--- src/rtl/pe1_writeback_pkg.sv ---
// Shared definitions for the PE1 write-back stage: butterfly modes, FSM states,
// default pipeline latencies and mode helpers.
package pe1_writeback_pkg;

  localparam int ADDR_W_DEF    = 6;
  localparam int DATA_W_DEF    = 24;
  localparam int LAT_K2NTT_DEF = 8;
  localparam int LAT_K4NTT_DEF = 8;
  localparam int LAT_KINTT_DEF = 22;
  localparam int LAT_DNTT_DEF  = 8;
  localparam int LAT_DINTT_DEF = 8;
  localparam int MAX_LAT_DEF   = 22;

  // {KD_mode, sel_1, sel_0}; 3'b101 and 3'b111 have no encoding
  typedef enum logic [2:0] {
    MODE_K2NTT  = 3'b000,
    MODE_K4NTT  = 3'b001,
    MODE_K2INTT = 3'b010,
    MODE_K4INTT = 3'b011,
    MODE_DNTT   = 3'b100,
    MODE_DINTT  = 3'b110
  } mode_e;

  typedef enum logic [1:0] {
    ST_IDLE,
    ST_RUN,
    ST_DRAIN,
    ST_DONE
  } state_e;

  // Dilithium has no radix-4 variant
  function automatic logic is_legal(input logic [2:0] mode_bits);
    return !(mode_bits[2] && mode_bits[0]);
  endfunction

  // Radix-2 Kyber only produces a meaningful PE1_out1
  function automatic logic is_k2(input mode_e mode);
    return (mode == MODE_K2NTT) || (mode == MODE_K2INTT);
  endfunction

endpackage

--- src/rtl/pe1_writeback_if.sv ---
// Read-side and write-side bus between the bank read logic, PE1 and the
// write-back stage.
interface pe1_writeback_if #(
  parameter int ADDR_W = 6,
  parameter int DATA_W = 24
);

  logic              rd_valid;
  logic [ADDR_W-1:0] rd_addr0;
  logic [ADDR_W-1:0] rd_addr1;
  logic              rd_last;
  logic [DATA_W-1:0] PE1_out1;
  logic [DATA_W-1:0] PE1_out2;

  logic              wr_en0;
  logic              wr_en1;
  logic [ADDR_W-1:0] wr_addr0;
  logic [ADDR_W-1:0] wr_addr1;
  logic [DATA_W-1:0] wr_data0;
  logic [DATA_W-1:0] wr_data1;

  modport master (
    output rd_valid, rd_addr0, rd_addr1, rd_last, PE1_out1, PE1_out2,
    input  wr_en0, wr_en1, wr_addr0, wr_addr1, wr_data0, wr_data1
  );

  modport slave (
    input  rd_valid, rd_addr0, rd_addr1, rd_last, PE1_out1, PE1_out2,
    output wr_en0, wr_en1, wr_addr0, wr_addr1, wr_data0, wr_data1
  );

endinterface

--- src/rtl/pe1_writeback_addr_delay_line.sv ---
// Shift register of {valid, addr0, addr1} tracking operand addresses through PE1.
// Entries retire at the runtime-selected tap so a later, longer tap never sees them.
module pe1_writeback_addr_delay_line #(
  parameter int ADDR_W  = 6,
  parameter int MAX_LAT = 22,
  parameter int LAT_W   = $clog2(MAX_LAT + 1)
) (
  input  logic                             clk,
  input  logic                             rst_n,
  input  logic                             push_valid,
  input  logic [ADDR_W-1:0]                push_addr0,
  input  logic [ADDR_W-1:0]                push_addr1,
  input  logic [LAT_W-1:0]                 tap_sel,
  output logic                             tap_valid,
  output logic [ADDR_W-1:0]                tap_addr0,
  output logic [ADDR_W-1:0]                tap_addr1,
  output logic [MAX_LAT-1:0]               ent_valid,
  output logic [MAX_LAT-1:0][ADDR_W-1:0]   ent_addr0,
  output logic [MAX_LAT-1:0][ADDR_W-1:0]   ent_addr1
);

  logic [MAX_LAT-1:0]             valid_reg;
  logic [MAX_LAT-1:0][ADDR_W-1:0] addr0_reg;
  logic [MAX_LAT-1:0][ADDR_W-1:0] addr1_reg;
  logic                           tap_in_range;

  always_ff @(posedge clk or negedge rst_n) begin
    if (!rst_n) begin
      valid_reg <= '0;
      addr0_reg <= '0;
      addr1_reg <= '0;
    end else begin
      valid_reg[0] <= push_valid;
      addr0_reg[0] <= push_addr0;
      addr1_reg[0] <= push_addr1;
      for (int k = 1; k < MAX_LAT; k++) begin
        valid_reg[k] <= valid_reg[k-1] && (tap_sel != LAT_W'(k - 1));
        addr0_reg[k] <= addr0_reg[k-1];
        addr1_reg[k] <= addr1_reg[k-1];
      end
    end
  end

  // tap_sel wraps to all-ones before the first start; treat that as no tap
  assign tap_in_range = (tap_sel < LAT_W'(MAX_LAT));
  assign tap_valid    = tap_in_range && valid_reg[tap_sel];
  assign tap_addr0    = tap_in_range ? addr0_reg[tap_sel] : '0;
  assign tap_addr1    = tap_in_range ? addr1_reg[tap_sel] : '0;

  assign ent_valid = valid_reg;
  assign ent_addr0 = addr0_reg;
  assign ent_addr1 = addr1_reg;

endmodule

--- src/rtl/pe1_writeback.sv ---
// Write-back stage after PE1: delays read addresses by the mode latency, pairs them
// with PE1 results for in-place bank writes, tracks completion and flags RAW hazards.
module pe1_writeback
  import pe1_writeback_pkg::*;
#(
  parameter int ADDR_W    = ADDR_W_DEF,
  parameter int DATA_W    = DATA_W_DEF,
  parameter int LAT_K2NTT = LAT_K2NTT_DEF,
  parameter int LAT_K4NTT = LAT_K4NTT_DEF,
  parameter int LAT_KINTT = LAT_KINTT_DEF,
  parameter int LAT_DNTT  = LAT_DNTT_DEF,
  parameter int LAT_DINTT = LAT_DINTT_DEF,
  parameter int MAX_LAT   = MAX_LAT_DEF
) (
  input  logic              clk,
  input  logic              rst_n,
  input  logic              start,
  input  logic              KD_mode,
  input  logic              sel_1,
  input  logic              sel_0,
  pe1_writeback_if.slave    bus,
  output logic              busy,
  output logic              done,
  output logic              hazard,
  output logic              mode_err
);

  localparam int LAT_W = $clog2(MAX_LAT + 1);
  localparam int CNT_W = $clog2(MAX_LAT + 2);

  state_e                         state_reg;
  mode_e                          mode_reg;
  logic [LAT_W-1:0]               lat_reg;
  logic [CNT_W-1:0]               outstanding_reg;
  logic [CNT_W-1:0]               outstanding_next;
  logic                           busy_reg, done_reg, hazard_reg, mode_err_reg;
  logic                           wr_en0_reg, wr_en1_reg;
  logic [ADDR_W-1:0]              wr_addr0_reg, wr_addr1_reg, wb_addr1_reg;
  logic [DATA_W-1:0]              wr_data0_reg, wr_data1_reg;

  logic [2:0]                     mode_in;
  logic                           push;
  logic [LAT_W-1:0]               tap_sel;
  logic                           tap_valid;
  logic [ADDR_W-1:0]              tap_addr0, tap_addr1;
  logic [MAX_LAT-1:0]             ent_valid;
  logic [MAX_LAT-1:0][ADDR_W-1:0] ent_addr0, ent_addr1;
  logic [MAX_LAT:0]               hit;
  logic                           any_hit;

  function automatic logic [LAT_W-1:0] lat_of(input mode_e mode);
    case (mode)
      MODE_K2NTT:               return LAT_W'(LAT_K2NTT);
      MODE_K4NTT:               return LAT_W'(LAT_K4NTT);
      MODE_K2INTT, MODE_K4INTT: return LAT_W'(LAT_KINTT);
      MODE_DNTT:                return LAT_W'(LAT_DNTT);
      MODE_DINTT:               return LAT_W'(LAT_DINTT);
      default:                  return LAT_W'(LAT_K2NTT);
    endcase
  endfunction

  function automatic logic addr_hit(input logic [ADDR_W-1:0] ra0, input logic [ADDR_W-1:0] ra1,
                                    input logic [ADDR_W-1:0] ea0, input logic [ADDR_W-1:0] ea1);
    return (ra0 == ea0) || (ra0 == ea1) || (ra1 == ea0) || (ra1 == ea1);
  endfunction

  assign mode_in          = {KD_mode, sel_1, sel_0};
  assign push             = bus.rd_valid && (state_reg == ST_RUN);
  assign tap_sel          = lat_reg - LAT_W'(1);
  assign outstanding_next = outstanding_reg + CNT_W'(push) - CNT_W'(wr_en0_reg);

  pe1_writeback_addr_delay_line #(
    .ADDR_W  (ADDR_W),
    .MAX_LAT (MAX_LAT),
    .LAT_W   (LAT_W)
  ) u_delay_line (
    .clk        (clk),
    .rst_n      (rst_n),
    .push_valid (push),
    .push_addr0 (bus.rd_addr0),
    .push_addr1 (bus.rd_addr1),
    .tap_sel    (tap_sel),
    .tap_valid  (tap_valid),
    .tap_addr0  (tap_addr0),
    .tap_addr1  (tap_addr1),
    .ent_valid  (ent_valid),
    .ent_addr0  (ent_addr0),
    .ent_addr1  (ent_addr1)
  );

  // In-flight set = every live delay-line entry plus the one being written now
  genvar gi;
  generate
    for (gi = 0; gi < MAX_LAT; gi++) begin : g_hit
      assign hit[gi] = ent_valid[gi] &&
                       addr_hit(bus.rd_addr0, bus.rd_addr1, ent_addr0[gi], ent_addr1[gi]);
    end
  endgenerate
  assign hit[MAX_LAT] = wr_en0_reg &&
                        addr_hit(bus.rd_addr0, bus.rd_addr1, wr_addr0_reg, wb_addr1_reg);
  assign any_hit = |hit;

  always_ff @(posedge clk or negedge rst_n) begin
    if (!rst_n) begin
      state_reg       <= ST_IDLE;
      mode_reg        <= MODE_K2NTT;
      lat_reg         <= '0;
      outstanding_reg <= '0;
      busy_reg        <= 1'b0;
      done_reg        <= 1'b0;
      hazard_reg      <= 1'b0;
      mode_err_reg    <= 1'b0;
      wr_en0_reg      <= 1'b0;
      wr_en1_reg      <= 1'b0;
      wr_addr0_reg    <= '0;
      wr_addr1_reg    <= '0;
      wb_addr1_reg    <= '0;
      wr_data0_reg    <= '0;
      wr_data1_reg    <= '0;
    end else begin
      // PE1 results line up with the tap cycle; the write issues one cycle later
      wr_en0_reg <= tap_valid;
      wr_en1_reg <= tap_valid && !is_k2(mode_reg);
      if (tap_valid) begin
        wr_addr0_reg <= tap_addr0;
        wr_data0_reg <= bus.PE1_out1;
        wb_addr1_reg <= tap_addr1;
      end
      if (tap_valid && !is_k2(mode_reg)) begin
        wr_addr1_reg <= tap_addr1;
        wr_data1_reg <= bus.PE1_out2;
      end

      outstanding_reg <= outstanding_next;
      done_reg        <= 1'b0;

      case (state_reg)
        ST_IDLE: begin
          if (start) begin
            hazard_reg <= 1'b0;
            if (is_legal(mode_in)) begin
              mode_reg     <= mode_e'(mode_in);
              lat_reg      <= lat_of(mode_e'(mode_in));
              mode_err_reg <= 1'b0;
              busy_reg     <= 1'b1;
              state_reg    <= ST_RUN;
            end else begin
              mode_err_reg <= 1'b1;
            end
          end
          if (bus.rd_valid) begin
            hazard_reg <= 1'b1;
          end
        end
        ST_RUN: begin
          if (bus.rd_valid) begin
            if (any_hit) begin
              hazard_reg <= 1'b1;
            end
            if (bus.rd_last) begin
              state_reg <= ST_DRAIN;
            end
          end
        end
        ST_DRAIN: begin
          if (bus.rd_valid) begin
            hazard_reg <= 1'b1;
          end
          if (outstanding_next == '0) begin
            done_reg  <= 1'b1;
            state_reg <= ST_DONE;
          end
        end
        ST_DONE: begin
          if (bus.rd_valid) begin
            hazard_reg <= 1'b1;
          end
          busy_reg  <= 1'b0;
          state_reg <= ST_IDLE;
        end
        default: begin
          busy_reg  <= 1'b0;
          state_reg <= ST_IDLE;
        end
      endcase
    end
  end

  assign bus.wr_en0   = wr_en0_reg;
  assign bus.wr_en1   = wr_en1_reg;
  assign bus.wr_addr0 = wr_addr0_reg;
  assign bus.wr_addr1 = wr_addr1_reg;
  assign bus.wr_data0 = wr_data0_reg;
  assign bus.wr_data1 = wr_data1_reg;
  assign busy         = busy_reg;
  assign done         = done_reg;
  assign hazard       = hazard_reg;
  assign mode_err     = mode_err_reg;

endmodule

--- src/flat_wrapper.sv ---
// flat-port wrapper written by rule: the top's interface ports become plain ports
module pe1_writeback_flat import pe1_writeback_pkg::*;
#(
  parameter int ADDR_W    = ADDR_W_DEF,
  parameter int DATA_W    = DATA_W_DEF,
  parameter int LAT_K2NTT = LAT_K2NTT_DEF,
  parameter int LAT_K4NTT = LAT_K4NTT_DEF,
  parameter int LAT_KINTT = LAT_KINTT_DEF,
  parameter int LAT_DNTT  = LAT_DNTT_DEF,
  parameter int LAT_DINTT = LAT_DINTT_DEF,
  parameter int MAX_LAT   = MAX_LAT_DEF
)
  (clk, rst_n, start, KD_mode, sel_1, sel_0, busy, done, hazard, mode_err, bus_rd_valid, bus_rd_addr0, bus_rd_addr1, bus_rd_last, bus_PE1_out1, bus_PE1_out2, bus_wr_en0, bus_wr_en1, bus_wr_addr0, bus_wr_addr1, bus_wr_data0, bus_wr_data1);
  pe1_writeback_if #(.ADDR_W(ADDR_W), .DATA_W(DATA_W)) bus_i ();
  input  logic clk;
  input  logic rst_n;
  input  logic start;
  input  logic KD_mode;
  input  logic sel_1;
  input  logic sel_0;
  output logic busy;
  output logic done;
  output logic hazard;
  output logic mode_err;
  input wire logic [$bits(bus_i.rd_valid)-1:0] bus_rd_valid;
  input wire logic [$bits(bus_i.rd_addr0)-1:0] bus_rd_addr0;
  input wire logic [$bits(bus_i.rd_addr1)-1:0] bus_rd_addr1;
  input wire logic [$bits(bus_i.rd_last)-1:0] bus_rd_last;
  input wire logic [$bits(bus_i.PE1_out1)-1:0] bus_PE1_out1;
  input wire logic [$bits(bus_i.PE1_out2)-1:0] bus_PE1_out2;
  output wire logic [$bits(bus_i.wr_en0)-1:0] bus_wr_en0;
  output wire logic [$bits(bus_i.wr_en1)-1:0] bus_wr_en1;
  output wire logic [$bits(bus_i.wr_addr0)-1:0] bus_wr_addr0;
  output wire logic [$bits(bus_i.wr_addr1)-1:0] bus_wr_addr1;
  output wire logic [$bits(bus_i.wr_data0)-1:0] bus_wr_data0;
  output wire logic [$bits(bus_i.wr_data1)-1:0] bus_wr_data1;
  assign bus_i.rd_valid = bus_rd_valid;
  assign bus_i.rd_addr0 = bus_rd_addr0;
  assign bus_i.rd_addr1 = bus_rd_addr1;
  assign bus_i.rd_last = bus_rd_last;
  assign bus_i.PE1_out1 = bus_PE1_out1;
  assign bus_i.PE1_out2 = bus_PE1_out2;
  assign bus_wr_en0 = bus_i.wr_en0;
  assign bus_wr_en1 = bus_i.wr_en1;
  assign bus_wr_addr0 = bus_i.wr_addr0;
  assign bus_wr_addr1 = bus_i.wr_addr1;
  assign bus_wr_data0 = bus_i.wr_data0;
  assign bus_wr_data1 = bus_i.wr_data1;
  pe1_writeback #(.ADDR_W(ADDR_W), .DATA_W(DATA_W), .LAT_K2NTT(LAT_K2NTT), .LAT_K4NTT(LAT_K4NTT), .LAT_KINTT(LAT_KINTT), .LAT_DNTT(LAT_DNTT), .LAT_DINTT(LAT_DINTT), .MAX_LAT(MAX_LAT)) u_core (.clk(clk), .rst_n(rst_n), .start(start), .KD_mode(KD_mode), .sel_1(sel_1), .sel_0(sel_0), .bus(bus_i), .busy(busy), .done(done), .hazard(hazard), .mode_err(mode_err));
endmodule
--- config.mk ---
export PLATFORM = sky130hd
export DESIGN_NAME = pe1_writeback_flat
export DESIGN_NICKNAME = d
export VERILOG_FILES = /design/src/rtl/pe1_writeback_pkg.sv /design/src/rtl/pe1_writeback_if.sv /design/src/rtl/pe1_writeback_addr_delay_line.sv /design/src/rtl/pe1_writeback.sv /design/src/flat_wrapper.sv
export SDC_FILE = /design/constraint.sdc
export NUM_CORES = 1
export LEC_CHECK = 0
export BUFFER_PORTS_ARGS = -buffer_cell sky130_fd_sc_hd__buf_4
export CORE_ASPECT_RATIO = 1.25
export CORE_UTILIZATION = 45
export CTS_CLUSTER_SIZE = 8
export DETAILED_ROUTE_END_ITERATION = 6
export GPL_TIMING_DRIVEN = 0
export PLACE_DENSITY = 0.7
export SYNTH_ARGS = -nofsm -noshare
export SYNTH_HDL_FRONTEND = slang
export SYNTH_SLANG_ARGS = --single-unit
--- constraint.sdc ---
create_clock -name clk -period 4.91 [get_ports clk]
set_input_delay 0.2455 -clock clk [delete_from_list [all_inputs] [get_ports clk]]
set_output_delay 0.2455 -clock clk [all_outputs]
set_load 0.005 [all_outputs]
# Word level (Yosys, flattened, before mapping)
# Cells that the tools add are included.
dict set report word_totals {
  regBits 373
  input_bits 68
  out_inout_bits 66
  word_cells 351
}
dict set report classes {
  add_sub_neg 3
  order_cmp 2
  n_eq_ne 126
  n_mux 27
  n_bitwise 1
  reduce_logical 132
}
# operator count
set op_table {}
lappend op_table {{$eq 6x6->1} 92}
lappend op_table {{$logic_or 1x1->1} 70}
lappend op_table {{$bmux 6 s5} 2}
lappend op_table {{$logic_and 1x1->1} 48}
lappend op_table {{$ne 5x4->1 const B} 8}
lappend op_table {{$ne 5x5->1 const B} 5}
lappend op_table {{$mux 6} 4}
lappend op_table {{$reduce_or 23->1} 1}
lappend op_table {{$ne 5x3->1 const B} 4}
lappend op_table {{$mux 1} 11}
lappend op_table {{$mux 2} 5}
lappend op_table {{$ne 5x2->1 const B} 2}
lappend op_table {{$eq 3x2->1 const B} 3}
lappend op_table {{$ne 2x2->1 const B} 4}
lappend op_table {{$pmux 2 s4} 1}
lappend op_table {{$lt 5x6->1 const B} 1}
lappend op_table {{$ne 2x1->1 const B} 3}
lappend op_table {{$reduce_and 3->1} 2}
lappend op_table {{$add 5x1->5} 1}
lappend op_table {{$bmux 1 s5} 1}
lappend op_table {{$logic_not 5->1} 1}
lappend op_table {{$lt 5x5->1 const B} 1}
lappend op_table {{$mux 5} 1}
lappend op_table {{$ne 5x1->1 const B} 1}
lappend op_table {{other kinds (17)} 19}

# Longest topological paths before layout
dict set report depth {
  depth_word 9
  mapped_depth 13
  mapped_depth_nobuf 13
}

# Hierarchy
# From an unflattened synthesis, not the netlist that was laid out.
dict set report unflattened {
  cells_unflattened 1587
  hier_area_um2 19986.7
}
# module instances cells_each area_per_inst_um2 seq_area_each_um2
set modules_own_cells {}
lappend modules_own_cells {pe1_writeback 1 1053 10110.9 2077.0}
lappend modules_own_cells {pe1_writeback_addr_delay_line 1 534 9875.7 7156.9}

# Worst setup path before layout
# No wires, ideal clock.
dict set report synth_path {
  path_type {register to register}
  start {register u_core.state_reg[1]}
  end {register u_core.state_reg[1]}
  setup_time_ns 0.128
  t_arrival_ns 2.494
  required_time_ns 4.782
  path_slack_ns 2.288
  stages_incl_launch_ff 14
  path_buffers 0
  synth_period_minus_slack_ns 2.622
  cell_sequence {dfrtp_1 > inv_1 > ha_1 > and2_1 > ha_1 > inv_1 > fa_1 > nor2b_1 > o21ai_0 > nand2b_1 > xor2_1 > nand2_1 > a211oi_2 > mux2_1}
}
dict set report synth_via {
  elab_chain_len 7
  elab_cells_between_ends 15
  classes_between {2 x add/sub; 8 x eq/ne; 1 x mux; 4 x reduce/logical}
}
# element line
set synth_rtl {}
lappend synth_rtl {{start, declared} pe1_writeback.sv:31} ;# state_e state_reg;
lappend synth_rtl {{start signal, assigned} pe1_writeback.sv:105} ;# state_reg <= ST_IDLE;
lappend synth_rtl {{start signal, assigned} pe1_writeback.sv:146} ;# state_reg <= ST_RUN;
lappend synth_rtl {{start signal, assigned} pe1_writeback.sv:161} ;# state_reg <= ST_DRAIN;
lappend synth_rtl {{$eq 2x1->1} pe1_writeback.sv:68} ;# assign push = bus.rd_valid && (state_reg == ST_RUN);
lappend synth_rtl {{$logic_and 1x1->1} pe1_writeback.sv:68}
lappend synth_rtl {{named net u_core.push} pe1_writeback.sv:42} ;# logic push;
lappend synth_rtl {{$add 5x1->5} pe1_writeback.sv:70} ;# assign outstanding_next = outstanding_reg + CNT_W'(push) - CNT_W'(wr_en0_reg);
lappend synth_rtl {{$sub 5x1->5} pe1_writeback.sv:70}
lappend synth_rtl {{$logic_not 5->1} pe1_writeback.sv:169} ;# if (outstanding_next == '0) begin
lappend synth_rtl {{$ne 2x1->1 (no line)} n/a}
lappend synth_rtl {{$reduce_and 5->1 (no line)} n/a}
# The timed path passes the listed nets, and every way through them passes these cells.
# A chain may end at the register's enable or synchronous reset.

# Worst setup path in the final report
dict set report layout_path {
  start {input bus_rd_addr1[4]}
  end {register u_core.hazard_reg, in the netlist u_core.hazard}
}
dict set report layout_via {
  elab_chain_len 7
  elab_cells_between_ends 118
  classes_between {47 x eq/ne; 71 x reduce/logical}
}
# element line
set layout_rtl {}
lappend layout_rtl {{start, declared} flat_wrapper.sv:27} ;# input wire logic [$bits(bus_i.rd_addr1)-1:0] bus_rd_addr1;
lappend layout_rtl {{$eq 6x6->1} pe1_writeback.sv:64} ;# return (ra0 == ea0) || (ra0 == ea1) || (ra1 == ea0) || (ra1 == ea1);
lappend layout_rtl {{$logic_or 1x1->1 (2 in a row)} pe1_writeback.sv:64}
lappend layout_rtl {{$logic_and 1x1->1, on equally long branches} {pe1_writeback.sv:95, pe1_writeback.sv:99}}
lappend layout_rtl {{$reduce_or 23->1 (*)} pe1_writeback.sv:101} ;# assign any_hit = |hit;
lappend layout_rtl {{$ne 2x1->1 (no line) (*)} n/a}
lappend layout_rtl {{$reduce_and 4->1 (no line) (*)} n/a}
lappend layout_rtl {{end signal, assigned} pe1_writeback.sv:111} ;# hazard_reg <= 1'b0;
lappend layout_rtl {{end signal, assigned} pe1_writeback.sv:140} ;# hazard_reg <= 1'b0;
lappend layout_rtl {{end signal, assigned} pe1_writeback.sv:152} ;# hazard_reg <= 1'b1;
lappend layout_rtl {{end, declared} pe1_writeback.sv:36} ;# logic busy_reg, done_reg, hazard_reg, mode_err_reg;
# Mark *: on every way between the ends. The rest lies on a longest branch, timed or not.

==> results.toml <==
[placement]
place_area_mm2 = 0.0194
port_buffers = 133
place_congestion = 0.937
dp_hpwl_um = 38000
dp.cells = 2097
pre_cts_slack_ps = 1550

[sta]
layout_setup_ws_ps = 1400
hold_viol_final = 0
max_freq_mhz = 285
period_share_pct = 71.5
drv_slew = 0
period_needed_ps = 3510
setup_viol = 0
setup_tns_ps = 0
tightest_slew_ps = 1170
maxSlewHeadroom_pct = 21.1
rsz0062_at_grt = "no"
fin_skew_ps = 34.8

[clocking]
cts_setup_buffers = 0
tritoncts_num_sinks = 369
htree_levels = 2
cts_tree = "built"
cts_root_buf = "clkbuf_16"
clk_path_buf_depth = 3
cts.reportedPaths.clkPinSlew_ps = 50
clk_latency_ps = 590
cts_buffers = 52

[power_and_ir_drop]
power_density_mw_per_mm2 = 438
ir_worst_vdd_v = 0.000410
leakage_uw = 0.00901

[route]
wl_per_cell_um = 25.8
first_pass_iters = 5
antenna_left = 0
viasPerCell = 5.66
vias = 12600
wl_um = 57100
drtIter0Drc = 946
drc = 0

[floorplanning]
initial_core_util_pct = 46.0
core_area_mm2 = 0.0384
boundaryPins = 134
die_x_um = 179
die_y_um = 224
rows = 80
dieArea_mm2 = 0.0401

[logic_synthesis]
synth.most_common_cell = "xnor2_1"
ys_warn_count = 0
ys_seq_elements = 369
synth_commonest_cells = "xnor2_1 (370), dfrtp_1 (369), xor2_1 (186)"
netlist.area_leader.share_pct = 52.2
postSynthCellCount = 1469
synth_ff_type = "dfrtp_1"
synth.area.top_cells = "dfrtp_1 (52%), xnor2_1 (18%), xor2_1 (9.2%)"
yosysTopAreaCell = "dfrtp_1"
netlist_area_mm2 = 0.0177
ys_seq_area_share_pct = 52.2
async_reset_ff_share_pct = 100
ys_types = 43
synth_fp_nets = 1551
synth.avg_cell_area_um2 = 12.0
synth_edf_count = 0

[global_route]
grt_pass1_vias = 13300
grt-ovfl-total = 0
antenna_found_initial = 0
grt_usage_pct = 29.4
grt_max_degree = 124
grt_first_pass_wirelength_um = 85100

[critical_path]
worstSetupPathType = "in2reg"
crit_required_ps = 5310
cp-end-kind = "register"
crit_fanout = 10
critPathLaunchType = "input pin"
cp.arrival_ps = 3920

[cells_and_area]
final_cells = 2219
fin_nets = 1806
n_antenna_cell = 0
drive_above_1_share_pct = 16.1
areaGrowthSynthToFinish_pct = 21.1
final_area_mm2 = 0.0214

[outcome]
status = "complete, no violations"

[min_path]
hp-class = "in2reg"

[job]
cap_violations = 0
worst paths after layout:
path | start | end | slack [ps] | cells past startpoint
min in group asynchronous | rst_n | u_core.u_delay_line.ent_addr1[75] | 240 | 2
hold reg to reg | u_core.u_delay_line.ent_valid[0] | u_core.u_delay_line.ent_valid[1] | 370 | 0
hold / removal | start | u_core.busy | 40 | 4
max in group asynchronous | rst_n | u_core.u_delay_line.ent_addr0[43] | 3230 | 4
setup / recovery | bus_rd_addr1[4] | u_core.hazard | 1400 | 10
setup reg to reg | u_core.lat_reg[2] | u_core.bus.wr_data1[15] | 1650 | 11
placed cells by master, fill, tap and decap left out, types with 2 or more instances in the layout:
cell,instances
mux2i_1,13
inv_1,15
nand3_1,6
buf_6,37
nor3_1,94
xnor2_1,370
buf_12,2
mux2_2,7
clkbuf_16,53
nor4_1,2
nor2b_1,2
o21ai_0,29
mux2_1,10
buf_16,3
clkbuf_1,10
nor2_1,7
a21oi_1,4
mux2_4,8
ha_1,13
nand4_1,97
o41ai_1,21
dfrtp_1,369
o41ai_2,2
buf_4,146
dlygate4sd3_1,65
a21boi_0,4
xor2_1,186
nand2_1,121
buf_8,11
power breakdown:
group	total, uW	internal, uW	switching [uW]
registers	3950	3510	439
logic	2280	1120	1160
clock network	3170	1890	1280
cells by family after synthesis:
kind of cell | synth area share (%)
xor+xnor | 27.5
flops | 52.2
simple gates | 9.34
buf+inv | 4.62
compound gates | 2.83
mux | 2.50
fa+ha+maj | 1.03
worst max-delay path: stages:
cell           delay, ps
dlygate4sd3_1        530
buf_4                120
buf_6                220
buf_4                370
xor2_1               180
nor3_1                80
o41ai_1              990
nand4_1              350
nor4_1               680
a21oi_1              130
layout make-up:
class / instances / area (um2)
Timing Repair Buffer: 201 / 1740
Buffer: 74 / 754
Clock inverter: 3 / 55.1
Multi-Input combinational cell: 1010 / 7650
Tap cell: 492 / 616
Clock buffer: 54 / 1330
Sequential cell: 369 / 9230
Inverter: 16 / 62.6
Fill cell: 3183 / 17000
through the flow:
step / utilization, % / total power [uW] / hold WS (ps)
4_1_cts: 55.8 / 9390 / 5.99
5_1_grt: 55.8 / 9790 / 87.7
3_3_place_gp: 50.2 / 6090 / 364
2_1_floorplan: - / 5160 / -50.1
3_5_place_dp: 50.5 / 6170 / 269
6_report: 55.8 / 9400 / 41.0
layer usage:
layer / part of all wire (%) / vias to the layer above / track usage (%) / routed length, um
met1: 38 / 6368 / 35.4 / 21500
met4: 6.3 / 0 / 17.2 / 3570
met2: 49 / 606 / 48.6 / 27900
li1: - / 5377 / - / -
met3: 7.2 / 200 / 5.74 / 4110
met5: 0 / - / 0 / 0
what timing repair did:
| item | in CTS | in global routing |
|---|---|---|
| resized for setup | 0 | 0 |
| hold buffers | 65 | 0 |
| hold endpoints to repair | 144 | 0 |
| endpoints found under the setup margin | 0 | 0 |
No activity file was read; power rests on OpenSTA's default activity.
